<file path="config.mk">
export PLATFORM = sky130hd
export DESIGN_NAME = bit_serializer_tx
export DESIGN_NICKNAME = d
export VERILOG_FILES = /design/src/rtl/bit_serializer_tx.sv
export SDC_FILE = /design/constraint.sdc
export NUM_CORES = 1
export LEC_CHECK = 0
export CAP_MARGIN = 0
export CORE_MARGIN = 3
export CORE_UTILIZATION = 59
export DETAILED_ROUTE_END_ITERATION = 6
export GPL_TIMING_DRIVEN = 0
export MAX_ROUTING_LAYER = met4
export PLACE_DENSITY = 0.83
export SLEW_MARGIN = 15
export SYNTH_ARGS = -nofsm -noshare
export SYNTH_HDL_FRONTEND = slang
export SYNTH_SLANG_ARGS = --single-unit
</file>
<file path="constraint.sdc">
create_clock -name clk -period 5.6 [get_ports clk]
set_clock_uncertainty 0.2 [all_clocks]
set_input_delay 0.84 -clock clk [delete_from_list [all_inputs] [get_ports clk]]
set_output_delay 0.84 -clock clk [all_outputs]
set_load 0.005 [all_outputs]
</file>
<file path="src/rtl/bit_serializer_tx.sv">
// Transmit packet serializer: SYNC pattern, LSB-first payload with zero-stuffing, then EOP.
// One-byte holding buffer feeds an 8-bit shift register so consecutive bytes stream without gaps.
module bit_serializer_tx #(
  parameter logic [7:0]  SYNC_BYTE  = 8'h80,
  parameter int unsigned STUFF_RUN  = 6,
  parameter int unsigned EOP_CYCLES = 2
) (
  input  logic       clk,
  input  logic       rst_L,
  input  logic [7:0] tx_data,
  input  logic       tx_valid,
  input  logic       tx_last,
  output logic       tx_ready,
  output logic       outb,
  output logic       sending,
  output logic       eop,
  output logic       done,
  output logic       err
);

  localparam int unsigned OW = $clog2(STUFF_RUN + 1);
  localparam int unsigned EW = $clog2(EOP_CYCLES + 1);

  typedef enum logic [2:0] {IDLE, SYNC, DATA, STUFF, EOP} state_t;

  state_t          state, state_n;
  logic [7:0]      hold_data, hold_data_n;
  logic            hold_last, hold_last_n;
  logic            hold_full, hold_full_n;
  logic [7:0]      shreg, shreg_n;
  logic            sh_last, sh_last_n;
  logic [2:0]      bitcnt, bitcnt_n;
  logic [OW-1:0]   ones, ones_n;
  logic [EW-1:0]   eopcnt, eopcnt_n;
  logic            pend_end, pend_end_n;
  logic            underrun, underrun_n;

  logic take, unload, stuff_hit, byte_end, eop_final;

  always_ff @(posedge clk or negedge rst_L) begin
    if (!rst_L) begin
      state     <= IDLE;
      hold_data <= '0;
      hold_last <= 1'b0;
      hold_full <= 1'b0;
      shreg     <= '0;
      sh_last   <= 1'b0;
      bitcnt    <= '0;
      ones      <= '0;
      eopcnt    <= '0;
      pend_end  <= 1'b0;
      underrun  <= 1'b0;
    end else begin
      state     <= state_n;
      hold_data <= hold_data_n;
      hold_last <= hold_last_n;
      hold_full <= hold_full_n;
      shreg     <= shreg_n;
      sh_last   <= sh_last_n;
      bitcnt    <= bitcnt_n;
      ones      <= ones_n;
      eopcnt    <= eopcnt_n;
      pend_end  <= pend_end_n;
      underrun  <= underrun_n;
    end
  end

  always_comb begin
    state_n    = state;
    shreg_n    = shreg;
    sh_last_n  = sh_last;
    bitcnt_n   = bitcnt;
    ones_n     = ones;
    eopcnt_n   = eopcnt;
    pend_end_n = pend_end;
    underrun_n = underrun;
    unload     = 1'b0;

    take      = tx_valid & ~hold_full;
    stuff_hit = (state == DATA) && shreg[0] && (ones == OW'(STUFF_RUN - 1));
    // A byte finishes either on its 8th DATA bit or after a stuff bit that followed it.
    byte_end  = ((state == DATA) && (bitcnt == 3'd7) && !stuff_hit) ||
                ((state == STUFF) && pend_end);
    eop_final = (state == EOP) && (eopcnt == EW'(EOP_CYCLES - 1));

    case (state)
      IDLE: begin
        if (hold_full || take) begin
          state_n  = SYNC;
          bitcnt_n = '0;
          ones_n   = '0;
        end
      end
      SYNC: begin
        bitcnt_n = bitcnt + 3'd1;
        ones_n   = '0;
        if (bitcnt == 3'd7) begin
          state_n   = DATA;
          shreg_n   = hold_data;
          sh_last_n = hold_last;
          unload    = 1'b1;
        end
      end
      DATA: begin
        shreg_n  = shreg >> 1;
        bitcnt_n = bitcnt + 3'd1;
        ones_n   = shreg[0] ? ones + OW'(1) : '0;
        if (stuff_hit) begin
          state_n    = STUFF;
          pend_end_n = (bitcnt == 3'd7);
        end
      end
      STUFF: begin
        ones_n = '0;
        if (!pend_end) state_n = DATA;
      end
      EOP: begin
        eopcnt_n = eopcnt + EW'(1);
        if (eop_final) begin
          if (hold_full || take) begin
            state_n  = SYNC;
            bitcnt_n = '0;
            ones_n   = '0;
          end else begin
            state_n = IDLE;
          end
        end
      end
      default: state_n = IDLE;
    endcase

    if (byte_end) begin
      pend_end_n = 1'b0;
      if (sh_last) begin
        state_n    = EOP;
        eopcnt_n   = '0;
        underrun_n = 1'b0;
      end else if (hold_full) begin
        state_n   = DATA;
        shreg_n   = hold_data;
        sh_last_n = hold_last;
        bitcnt_n  = '0;
        unload    = 1'b1;
      end else begin
        state_n    = EOP;
        eopcnt_n   = '0;
        underrun_n = 1'b1;
      end
    end

    hold_data_n = take ? tx_data : hold_data;
    hold_last_n = take ? tx_last : hold_last;
    hold_full_n = take ? 1'b1 : (unload ? 1'b0 : hold_full);
  end

  always_comb begin
    tx_ready = ~hold_full;
    outb     = 1'b0;
    sending  = 1'b0;
    eop      = 1'b0;
    done     = 1'b0;
    err      = 1'b0;
    case (state)
      SYNC:  begin outb = SYNC_BYTE[bitcnt]; sending = 1'b1; end
      DATA:  begin outb = shreg[0];          sending = 1'b1; end
      STUFF: sending = 1'b1;
      EOP:   begin eop = 1'b1; done = eop_final && !underrun; end
      default: ;
    endcase
    err = byte_end && !sh_last && !hold_full;
  end

endmodule

</file>
==> results.yml, run 1 <==
outcome:
  status: "completed"
yosys:
  synthTopCellsByCount: "32 x dfrtp_1, 15 x nor2_1, 12 x nand2_1"
  synth-xor-area-share_pct: 1.05
  ys_ff_latch: 32
  yosys_warnings: 0
  synthMuxAreaShare_pct: 6.78
  yosysSeqAreaShare_pct: 48.2
  synthCells: 160
  synth_top_area_share_pct: 48.2
  syn-num-nets: 177
  synth-main-ff-cell: "dfrtp_1"
  async_flop_share_pct: 100
  synth_edf_count: 0
  synth_fa_ha_area_share_pct: 3.77
  synth_cell_types: 42
  ys_top_cells_by_area: "dfrtp_1 48%, mux2_2 6.8%, a22o_1 4.2%"
  synthSimpleGateAreaFrac_pct: 15.7
  syn_area_per_cell_um2: 10.4
  synth.largest_area_cell: "dfrtp_1"
  synth_compound_area_share_pct: 20.6
  synth_top_family_by_area: "compound AO/OA/AOI/OAI gates"
  synth.most_common_cell: "dfrtp_1"
  synth_area_um2: 1660
worst_setup_path:
  cp_max_fo: 9
  arrival_ps: 2440
  r2r_slack_ps: 3310
  crit_chain: "ha_1, ha_1, and4bb_1, a32oi_4, nor3_1, clkdlybuf4s50_1"
  r2r-start: "bitcnt[0]$_DFF_PN0_"
  reg2reg_depth: 6
  critical-path-max-stage-delay_ps: 460
  r2r_end: "shreg[2]$_DFF_PN0_"
  crit_slowest_cell: "clkdlybuf4s50_1"
  crit_path_frequent_cell: "ha_1"
  cp.required_ps: 4560
  critPathLaunchType: "register"
  critPathKind: "reg -> out"
  crit_path_end_kind: "primary output"
finish:
  nNetsFinal: 201
  antenna_cells: 0
  final_cell_area_um2: 1950
  area_delta_synth_final_pct: 17.2
  final_util_pct: 75.9
  layout-drive-gt1-share_pct: 14.6
placed_design:
  gp_congestion: 0.849
  port_buffers: 17
  postPlaceCellArea_um2: 1860
  dp_hpwl_mm: 2.40
  post-place-ws_ps: 2510
timing:
  min_period_over_period_pct: 62.1
  hold_slack_ps: 304
  rsz0062_at_grt: "false"
  finalSetupViolCount: 0
  final.min_clock_period_ps: 3480
  fin_setup_tns_ps: 0
  fmax_mhz: 288
  tightest_slew_ps: 683
  maxSlewHeadroom_pct: 54.5
  hold_viol: 0
  slew_violations: 0
  finalWorstSetupSlack_ps: 2120
power_and_ir_drop:
  p_seq_share_pct: 41.4
  pwr-share-comb_pct: 38.6
  swShare_pct: 36.1
  ir_worst_vdd_uv: 373
  p_sw_uw: 328
  p_clk_share_pct: 20.0
  intPower_uw: 582
  power_leakage_nw: 0.878
  p_per_area_nw_per_um2: 467
floorplan:
  die_h_um: 59.1
  initial_core_util_pct: 64.7
  die_w_um: 59.1
  core-area_um2: 2570
  num_rows: 18
  ios: 18
  dieArea_um2: 3490
grt:
  gr-usage-met3_pct: 7.41
  use_met2_pct: 36.1
  overflow: 0
  antenna_found_initial: 0
  grt_pass1_vias: 1337
  busiest_layer: "met2"
  grt_first_pass_wirelength_mm: 6.02
  grt_max_degree: 33
  track_usage_pct: 24.2
  grtUsageMet1_pct: 30.4
cts:
  cts_inserted_buffers: 5
  post_cts_resized: 0
  cts.clk_slew.worst_paths_ps: 110
  clk_latency_ps: 340
  postCtsHoldBufs: 0
  h-tree-depth: 2
  cts.sinks: 32
  cts.path.max_buffers: 2
  postCtsSetupBuffers: 0
  clockRootBuffer: "clkbuf_4"
  cts_tree: "built"
routing:
  vias: 1269
  wl_mm: 3.38
  dr.pass1.iters: 4
  viasPerCell: 5.90
  drc: 0
  drtIter0Drc: 69
  wl_per_cell_um: 15.7
  ant_nets: 0
hold_path:
  hp-start: "hold_data[6]$_DFFE_PN0P_"
  hp-class: "reg -> reg"
  hold_end: "shreg[6]$_DFF_PN0_"
  hold-path-cell-count: 1
run:
  drv_cap: 0
how the worst max path moves through the flow:
stage / startpoint / to / slack [ps] / depth (start not counted)
after floorplan: bitcnt[0]$_DFF_PN0_ / err / 3120 / 5
after global routing: bitcnt[0]$_DFF_PN0_ / err / 1970 / 6
after global placement: bitcnt[0]$_DFF_PN0_ / err / 2580 / 6
final: bitcnt[0]$_DFF_PN0_ / err / 2120 / 6
after CTS: bitcnt[0]$_DFF_PN0_ / err / 2090 / 6
after detailed placement: bitcnt[0]$_DFF_PN0_ / err / 2510 / 6
cells by family after synthesis:
family	count (synthesis)
AND/OR/NAND/NOR	49
AO/OA/AOI/OAI	47
flip-flops	32
buffers and inverters	15
multiplexers	10
adder cells (fa/ha/maj)	5
XOR/XNOR	2
cells in the final DEF (no fill, tap or decap), types with 2 or more instances in the layout:
cell,synthesis,final
inv_1,6,6
nand2_1,12,12
buf_4,2,2
a22oi_1,2,2
mux2_2,10,10
buf_2,1,2
nor2b_1,4,4
o22ai_1,9,9
dfrtp_1,32,32
nand2b_1,2,2
a22o_1,8,8
ha_1,5,5
clkbuf_4,0,5
clkbuf_1,4,4
a21oi_1,11,11
clkdlybuf4s50_1,0,16
or3b_1,2,2
o21ai_0,6,6
nor3_1,5,5
nor2_1,15,15
sequential cells by signal, summed over array words and instances, names as in the netlist:
register   count
state          3
hold_full      1
pend_end       1
underrun       1
shreg          8
sh_last        1
eopcnt         2
ones           3
hold_last      1
hold_data      8
bitcnt         3
power by group through the flow:
| stage | logic, mW | registers [mW] | clock network, mW |
|---|---|---|---|
| final | 0.352 | 0.377 | 0.182 |
| after global routing | 0.393 | 0.387 | 0.198 |
| after global placement | 0.329 | 0.376 | 0 |
| after floorplan | 0.269 | 0.360 | 0 |
| after CTS | 0.349 | 0.376 | 0.186 |
| after detailed placement | 0.346 | 0.380 | 0 |
routing by layer:
metal | vias to the layer above | part of all wire, %
met3 | 5 | 2.9
met4 | 0 | 1.2
met2 | 23 | 50
li1 | 629 | -
met5 | - | 0
met1 | 612 | 46
cell type report:
cell class,instances,area [um2]
plain buffers,9,43.8
well taps,30,37.5
inverters,6,22.5
clock buffers,5,37.5
flip-flops and latches,32,801
multi-input cells,113,795
clock inverters,3,46.3
repair buffers,17,165
fillers,184,619
stage by stage:
stage / total power [mW] / instances
final: 0.910 / 215
after global routing: 0.978 / 215
after CTS: 0.912 / 215
after detailed placement: 0.726 / 207
after global placement: 0.705 / 207
after floorplan: 0.630 / 160
critical path: cells and delay by family (launching register included):
family                   cells  cell delay, ps
AND/OR/NAND/NOR              2             340
flip-flops                   1             420
buffers and inverters        1             460
adder cells (fa/ha/maj)      2             490
AO/OA/AOI/OAI                1             370
Power figures use the tool's default switching activity.
==> run 2: changes to the inputs <==
- CORE_UTILIZATION: 59 -> 50
- PLACE_DENSITY: 0.83 -> 0.75
- clock period: 5.6 -> 2.89 ns (I/O delays scaled with it)
==> results.yml, run 2 (synthesis gave the netlist of run 1 again) <==
outcome:
  status: "completed"
timing:
  final.min_clock_period_ps: 2740
  tightest_slew_ps: 713
  hold_viol: 0
  slew_violations: 0
  maxSlewHeadroom_pct: 52.5
  min_period_over_period_pct: 94.9
  fin_setup_tns_ps: 0
  fmax_mhz: 365
  finalSetupViolCount: 0
  rsz0062_at_grt: "false"
hold_path:
  hp-class: "reg -> reg"
  hp-start: "hold_data[1]$_DFFE_PN0P_"
  hold-path-cell-count: 1
  hold_end: "shreg[1]$_DFF_PN0_"
cts:
  cts.clk_slew.worst_paths_ps: 110
  h-tree-depth: 2
  cts_tree: "built"
  cts.sinks: 32
  cts_inserted_buffers: 5
  clockRootBuffer: "clkbuf_4"
  cts.path.max_buffers: 2
  clk_latency_ps: 340
run:
  drv_cap: 0
worst_setup_path:
  r2r_end: "shreg[4]$_DFF_PN0_"
  reg2reg_depth: 7
  crit_path_end_kind: "primary output"
  r2r_slack_ps: 730
  arrival_ps: 2110
  critPathLaunchType: "register"
  critPathKind: "reg -> out"
  cp_max_fo: 8
  r2r-start: "bitcnt[0]$_DFF_PN0_"
  cp.required_ps: 2260
floorplan:
  core-area_um2: 3100
  num_rows: 20
  die_w_um: 63.6
  ios: 18
  dieArea_um2: 4050
  die_h_um: 63.6
  initial_core_util_pct: 53.5
routing:
  wl_per_cell_um: 14.9
  ant_nets: 0
  viasPerCell: 5.61
  wl_mm: 3.45
  dr.pass1.iters: 4
  drtIter0Drc: 81
  drc: 0
  vias: 1295
finish:
  final_common_cell: "dfrtp_1"
  nNetsFinal: 203
  layout_common_cells: "32 x dfrtp_1, 16 x clkdlybuf4s50_1, 15 x nor2_1"
  layoutNonFillerInstCount: 231
  top_regs: "hold_data: 8 flops, shreg: 8 flops"
  area_delta_synth_final_pct: 21.2
  antenna_cells: 0
  layout-drive-gt1-share_pct: 16.6
grt:
  grt_first_pass_wirelength_mm: 6.02
  track_usage_pct: 19.5
  grt_max_degree: 33
  overflow: 0
  grt_pass1_vias: 1330
  antenna_found_initial: 0
placed_design:
  dp_hpwl_mm: 2.42
  gp_congestion: 0.794
  placedCellCount: 221
  port_buffers: 17
power_and_ir_drop:
  power_leakage_nw: 0.898
  ir_worst_vdd_uv: 449
  p_per_area_nw_per_um2: 901
  power_mw: 1.81
-- run 2: changes by cell type in the layout (fill, tap and decap cells not counted) --
cell and delta:
buf_4 +1, clkbuf_1 -1, clkbuf_2 +1, clkbuf_8 +2, clkinvlp_4 -1, dlygate4sd3_1 +1
ha_1 -1, ha_4 +1, inv_6 -1, nor3_1 -1, nor3_2 +1
-- run 2: critical path: stages (launching register included) --
cell             delay [ps]
dfrtp_1                 410
ha_1                    240
ha_4                    190
and4bb_1                220
a32oi_4                 210
nor3_2                   60
clkdlybuf4s50_1         450
-- run 2: how the worst max path moves through the flow --
stage | end | cells after the start | slack, ps | from
global placement | err | 6 | 260 | bitcnt[0]$_DFF_PN0_
detailed placement | err | 6 | 240 | bitcnt[0]$_DFF_PN0_
global route | outb | 5 | 4 | state[0]$_DFFE_PN0P_
CTS | err | 6 | 50 | bitcnt[0]$_DFF_PN0_
floorplan | err | 5 | 820 | bitcnt[0]$_DFF_PN0_
finish | err | 6 | 150 | bitcnt[0]$_DFF_PN0_
-- run 2: area by class of cell --
class                           count  area [um2]
Fill cell                         278        1090
Sequential cell                    32         801
Clock inverter                      1        30.0
Clock buffer                        7        65.1
Multi-Input combinational cell    113         812
Tap cell                           44        55.1
Buffer                              9        45.0
Inverter                            6        22.5
Timing Repair Buffer               19         183
-- run 2: report_power, final --
group	leakage (nW)	switching, mW	internal [mW]	total, mW
clock	0.0515	0.160	0.230	0.390
combinational	0.438	0.341	0.346	0.687
sequential	0.408	0.132	0.604	0.736
-- run 2: what timing repair did --
item | in CTS | in global routing
buffers inserted | 1 | 0
hold buffers | 1 | 0
gates resized for setup | 0 | 5
endpoints found under the setup margin | 1 | 3
hold endpoints to repair | 32 | 0
pin swaps | 1 | 1
-- run 2: per-stage QoR --
stage                     setup WS [ps]  hold slack, ps  instance area (um2)  utilization [%]
after floorplan                     817           -62.1                 1660                -
after global placement              265             282                 1890             60.8
after detailed placement            243             287                 1880             60.6
after CTS                          50.5             304                 1990             64.3
after global routing               3.54             343                 2010             64.9
final                               147             300                 2010             64.9
-- run 2: metal layers --
| metal | track usage [%] | wire [um] | vias up | part of all wire, % |
|---|---|---|---|---|
| met5 | - | 0 | - | 0 |
| met4 | 7.82 | 54 | 0 | 1.6 |
| met3 | 5.35 | 144 | 8 | 4.2 |
| met2 | 28.2 | 1640 | 26 | 48 |
| met1 | 26.0 | 1610 | 632 | 47 |
| li1 | - | - | 629 | - |
==> run 3: changes to the inputs <==
- CAP_MARGIN: 0 -> 20
==> results of run 3 <==
Final layout, timing and power as in run 2 (identical DEF).
